## src/rtl/seq_divider16.sv

```systemverilog
// Multi-cycle unsigned restoring divider: one quotient bit per clock, results
// held until the next accepted start.
module seq_divider16 #(
  parameter int WIDTH = 16,
  parameter int CNT_W = 5
) (
  input  logic             clk,
  input  logic             rst,
  input  logic             start,
  input  logic [WIDTH-1:0] dividend,
  input  logic [WIDTH-1:0] divisor,
  output logic             busy,
  output logic             done,
  output logic [WIDTH-1:0] quotient,
  output logic [WIDTH-1:0] remainder,
  output logic             div_by_zero
);

  typedef enum logic [1:0] {IDLE, RUN, DONE} state_t;

  state_t           state, state_nxt;
  logic [WIDTH:0]   r, r_sh, r_nxt;
  logic [WIDTH-1:0] q, q_nxt, dvsr;
  logic [CNT_W-1:0] cnt;
  logic [WIDTH+1:0] trial;
  logic             accept, last, unused_rmsb;

  // The partial remainder never reaches 2^WIDTH once restored, so its top
  // bit is shifted out without being looked at.
  assign unused_rmsb = r[WIDTH];

  // Trial subtract as add-with-inverted-divisor; carry-out means no borrow.
  always_comb begin
    r_sh  = {r[WIDTH-1:0], q[WIDTH-1]};
    trial = {1'b0, r_sh} + {1'b0, ~{1'b0, dvsr}} + (WIDTH+2)'(1);
    if (trial[WIDTH+1]) begin
      r_nxt = trial[WIDTH:0];
      q_nxt = {q[WIDTH-2:0], 1'b1};
    end else begin
      r_nxt = r_sh;
      q_nxt = {q[WIDTH-2:0], 1'b0};
    end
  end

  always_ff @(posedge clk) begin
    if (rst) state <= IDLE;
    else     state <= state_nxt;
  end

  always_comb begin
    state_nxt = state;
    accept    = 1'b0;
    last      = (cnt == CNT_W'(WIDTH-1));
    busy      = (state == RUN);
    done      = (state == DONE);
    case (state)
      IDLE, DONE: begin
        if (start) begin
          accept    = 1'b1;
          state_nxt = (divisor == '0) ? DONE : RUN;
        end else if (state == DONE) begin
          state_nxt = IDLE;
        end
      end
      RUN:     if (last) state_nxt = DONE;
      default: state_nxt = IDLE;
    endcase
  end

  always_ff @(posedge clk) begin
    if (rst) begin
      r           <= '0;
      q           <= '0;
      dvsr        <= '0;
      cnt         <= '0;
      quotient    <= '0;
      remainder   <= '0;
      div_by_zero <= 1'b0;
    end else if (accept) begin
      if (divisor == '0) begin
        quotient    <= '1;
        remainder   <= dividend;
        div_by_zero <= 1'b1;
      end else begin
        dvsr <= divisor;
        r    <= '0;
        q    <= dividend;
        cnt  <= '0;
      end
    end else if (state == RUN) begin
      r   <= r_nxt;
      q   <= q_nxt;
      cnt <= cnt + CNT_W'(1);
      if (last) begin
        quotient    <= q_nxt;
        remainder   <= r_nxt[WIDTH-1:0];
        div_by_zero <= 1'b0;
      end
    end
  end

endmodule

```

## config.mk

```make
export PLATFORM = sky130hd
export DESIGN_NAME = seq_divider16
export DESIGN_NICKNAME = d
export VERILOG_FILES = /design/src/rtl/seq_divider16.sv
export SDC_FILE = /design/constraint.sdc
export NUM_CORES = 1
export LEC_CHECK = 0
export BUFFER_PORTS_ARGS = -buffer_cell sky130_fd_sc_hd__buf_4
export CAP_MARGIN = 30
export CORE_MARGIN = 3
export CORE_UTILIZATION = 55
export DETAILED_ROUTE_END_ITERATION = 8
export HOLD_SLACK_MARGIN = 0.02
export PLACE_DENSITY = 0.78
export REMOVE_ABC_BUFFERS = 1
export SYNTH_ARGS = -nofsm -noshare
export SYNTH_HDL_FRONTEND = slang
export SYNTH_SLANG_ARGS = --single-unit
```

## constraint.sdc

```tcl
create_clock -name clk -period 3.3 [get_ports clk]
set_input_delay 0.99 -clock clk [delete_from_list [all_inputs] [get_ports clk]]
set_output_delay 0.99 -clock clk [all_outputs]
set_load 0.01 [all_outputs]
```

# Word level (Yosys, flattened, before mapping)

Index checks and enable logic that the tools add are counted.

Register bits after elaboration: 88
Bits of input ports: 35
Output and inout bits: 35
Word-level logic and storage cells: 59

Add/subtract/negate cells: 3
Equal/unequal tests: 7
Multiplexer cells: 30
Bitwise gates (word level): 2
Reductions and logical operators: 9

Operators with widths:

| operator                                              | count |
|---|---|
| 2-to-1 mux 16 bit                                     | 15 |
| adder 17 x 17 -> 18 bit                               | 1 |
| adder 18 x 1 -> 18 bit, second input constant         | 1 |
| inverter 16 -> 17 bit                                 | 1 |
| logical NOT 16 bit                                    | 1 |
| 2-to-1 mux 5 bit                                      | 3 |
| 2-to-1 mux 2 bit                                      | 4 |
| 2-to-1 mux 1 bit                                      | 7 |
| AND reduction 2 bit                                   | 3 |
| adder 5 x 1 -> 5 bit, second input constant           | 1 |
| equality test 5 x 4 -> 1 bit, second input constant   | 1 |
| inequality test 2 x 1 -> 1 bit, second input constant | 2 |
| one-hot mux 2 bit (2 select lines)                    | 1 |
| nonzero test 2 bit                                    | 2 |
| inequality test 3 bit, second input constant          | 1 |
| AND reduction 3 bit                                   | 1 |
| equality test 2 x 1 -> 1 bit, second input constant   | 1 |
| equality test 2 bit, second input constant            | 1 |
| logical NOT 2 bit                                     | 1 |
| inequality test 2 bit, second input constant          | 1 |
| OR reduction 2 bit                                    | 1 |
| inverter 1 bit                                        | 1 |

# Depth between registers and ports, before layout

Depth after elaboration: 7
Gate-level depth with buffers: 12
Mapped depth without buffers: 11

# Least setup slack after synthesis

OpenSTA, ideal clock, no wires.

Path kind: input -> register
Start point: input port divisor[7]
End point: register remainder[13]
Setup time: 0.095 ns
Arrival: 2.457 ns
Data required time: 3.205 ns
Setup slack: 0.748 ns
Stages: 6
Buffers on the path: 1
Cell sequence: nor4_1 nand4_1 o21ai_0 clkbuf_1 o21ai_0 a221oi_1

Longest elaborated chain between the ends: 3

RTL lines:

| what                                     | line | source |
|---|---|---|
| start: declaration                       | 11   | `input logic [WIDTH-1:0] divisor,` |
| logical NOT 16 bit                       | 80   | `if (divisor == '0) begin` |
| inequality test 2 x 1 -> 1 bit (no line) | --   |  |
| AND reduction 3 bit (no line)            | --   |  |
| end signal: assignment                   | 82   | `remainder <= dividend;` |
| end signal: assignment                   | 96   | `remainder <= r_nxt[WIDTH-1:0];` |
| end: declaration                         | 15   | `output logic [WIDTH-1:0] remainder,` |

Every way passes these cells.
A chain may end at the register's enable or synchronous reset.

# Worst setup path after layout

Start point: register dvsr[10]
End point: register remainder[8]

Longest elaborated chain between the ends: 7

RTL lines:

| what                     | line | source |
|---|---|---|
| start: declaration       | 23   | `logic [WIDTH-1:0] q, q_nxt, dvsr;` |
| start signal: assignment | 85   | `dvsr <= divisor;` |
| inverter 16 -> 17 bit    | 35   | `trial = {1'b0, r_sh} + {1'b0, ~{1'b0, dvsr}} + (WIDTH+2)'(1);` |
| adder 17 x 17 -> 18 bit  | 35   |  |
| adder 18 x 1 -> 18 bit   | 35   |  |
| 2-to-1 mux 16 bit        | 36   | `if (trial[WIDTH+1]) begin` |
| 2-to-1 mux 16 bit        | 94   | `if (last) begin` |
| 2-to-1 mux 16 bit        | 90   | `end else if (state == RUN) begin` |
| 2-to-1 mux 16 bit        | 79   | `end else if (accept) begin` |

Every way passes these cells. The select of a mux whose other input is x is not followed.

==> metrics <==
outcome=complete, no violations; CTS sink cnt=88; ANT nets after route=0; Hold WC Path Type=register to register; CTS Buf Count=9; DR WL/cell=15.5 um; initial antenna violation count=0; worst slew pin tran=0.703 ns; RSZ-0062 raised after global routing=false; dominant cells by area after synthesis=dfxtp_1 40%, nand2_1 7.9%, nor2_1 5.2%, ha_1 5.1%, a21oi_1 4.9%; Total Wirelength=11.2 mm; sequential area share after synthesis=40.2%; Pleak=0.00209 uW; PostCTS Resize Cnt=0; worst path required time=3.55 ns; #FFs+latches synth=88; H-tree depth=3; placed inst area=0.00495 mm^2; Die X=95.3 um; total track usage=25.5%; post-DP HPWL=8.12 mm; Syn. warnings=0; period utilization=92.7%; Cell Area, Synth=0.00439 mm^2; Die H=95.3 um; vias=4220; global-route wire length before repair=18.3 mm; final setup fails=0; largest area contributor in the netlist=dfxtp_1; CTS tree=done; CORE AREA=0.00749 mm^2; Iter 0 DRT Violations=256; clock latency on the worst-skew pair=0.36 ns; asr flop ratio synth=0%; FILL cells=643; peak supply drop=0.000559 V; Post-synth top flop=dfxtp_1; CTS Root Buffer Type=clkbuf_8; largest net degree at the start of global routing=41; IO Count=70; number of port buffers=69; postcts setup bufs=0; maxcap violations=0; share of cells above drive strength 1=16.9%; register area=0.00176 mm^2; PwrDens=876 mW/mm^2; Slew Viols, Final=0; fmax=0.327 GHz; gpl congestion=0.932; Crit path arrival time=3.31 ns; Setup crit start kind=register; row count=31; CP Max Fanout=15; Detailed Routing Iterations Pass 1=5; via count of the first global-routing pass=4006; post-synth top area share=40.2%; Setup CP Type=register to register; Post-synth EDFFs=0; slack of the worst reg-to-reg path=0.24 ns; # diodes=0; Die ar.=0.00908 mm^2; final hold viol count=0; cells after synthesis=561; fin area=0.00516 mm^2; drt drc=0; vias per inst=5.86; CTS Hold Bufs=0; Period minus WS final=3.06 ns; Congestion Overflow GR=0; post-layout net count=670; clk_skew=0.0105 ns; Avg Cell Area, Syn=7.82 um^2; Clock Path Buffers=2; slew margin rel.=53.1%; Worst-path clk slew=0.09 ns; initial core utilization=58.6%; Setup crit end kind=register; total power=4520 uW; multi-input logic area=0.00238 mm^2; Yosys cell types=54; Layout Area Growth over Synthesis=17.7%
## layout by cell type, fill, tap and decap left out, types with 6 or more instances in the layout
cell type | synthesis | routed
a211oi_1 | 6 | 6
a21oi_1 | 43 | 43
a311oi_1 | 15 | 15
a31oi_1 | 7 | 7
buf_4 | 0 | 81
clkbuf_8 | 0 | 10
dfxtp_1 | 88 | 88
ha_1 | 18 | 18
inv_1 | 21 | 21
mux2i_1 | 7 | 7
nand2_1 | 92 | 92
nor2_1 | 61 | 61
nor3_1 | 36 | 36
o21ai_0 | 21 | 21
o21ai_1 | 15 | 15
o22ai_1 | 7 | 7
or3_1 | 7 | 7
xnor2_1 | 6 | 6
## layout make-up
cell class | count | area share, %
clock inverters | 6 | 1.41
repair buffers | 81 | 11.8
inverters | 22 | 1.60
clock buffers | 10 | 2.67
flip-flops and latches | 88 | 34.1
well taps | 99 | 2.40
multi-input cells | 414 | 46.0
## cells in the mapped netlist (4+ instances only)
cell type / instances
a211oi_1: 6
a21oi_1: 43
a311oi_1: 15
a31oi_1: 7
and3_1: 5
clkbuf_1: 31
dfxtp_1: 88
ha_1: 18
inv_1: 21
mux2i_1: 7
nand2_1: 92
nand2b_1: 5
nand3_1: 4
nor2_1: 61
nor2b_1: 4
nor3_1: 36
nor4_1: 5
o21a_1: 4
o21ai_0: 21
o21ai_1: 15
o22ai_1: 7
or3_1: 7
xnor2_1: 6
xor2_1: 5
## metal layers
metal / share of wire, % / global-route usage, % / vias up
met4: 2.3 / 9.74 / 0
met3: 5.4 / 4.26 / 26
met1: 43 / 31.6 / 1966
met2: 49 / 44.1 / 141
li1: - / - / 2087
met5: 0 / 0 / -
## sequential cells by signal, summed over array words and instances (netlist names)
signal / count
div_by_zero: 1
r: 16
cnt: 5
dvsr: 16
remainder: 16
state: 2
quotient: 16
q: 16
## cell families (layout without fill, tap and decap cells)
logic type / count (synthesis) / in the layout / synth area share [%]
simple gates: 230 / 230 / 23.1
compound gates: 147 / 147 / 21.7
flops: 88 / 88 / 40.2
buf+inv: 59 / 119 / 5.65
fa+ha+maj: 19 / 19 / 5.59
xor+xnor: 11 / 11 / 2.20
mux: 7 / 7 / 1.60
## stage by stage
step	TNS [ns]	cells	hold WS (ns)	utilization, %	setup slack (ns)
2_1_floorplan	-2.74	524	0.430	-	-0.266
3_3_place_gp	0	704	0.445	66.2	0.408
3_5_place_dp	0	704	0.450	66.2	0.285
4_1_cts	0	720	0.462	69.0	0.248
5_1_grt	0	720	0.474	69.0	0.0841
6_report	0	720	0.460	69.0	0.242
## worst max-delay path, cell delays in order (launching register included)
cell and delay [ns]:
dfxtp_1 0.36, inv_1 0.05, ha_1 0.40, a211oi_4 0.30
o21ai_1 0.11, a311o_1 0.41, or3_1 0.61, buf_4 0.30
mux2i_1 0.15, a221oi_1 0.28
## worst paths after layout
check                                     to  cells after the start     start
worst max register to register  remainder[8]                      9  dvsr[10]
worst max-delay path            remainder[8]                      9  dvsr[10]
worst min-delay path                 dvsr[6]                      2   dvsr[6]
worst min register to register       dvsr[6]                      2   dvsr[6]
## where the power goes
| group | leakage (uW) | internal, uW | switching [uW] | total, uW |
|---|---|---|---|---|
| clock network | 0.000104 | 380 | 409 | 790 |
| registers | 0.000716 | 1180 | 105 | 1280 |
| logic | 0.00127 | 975 | 1470 | 2450 |
| total | 0.00209 | 2530 | 1990 | 4520 |
(Power assumes the default switching activity.)
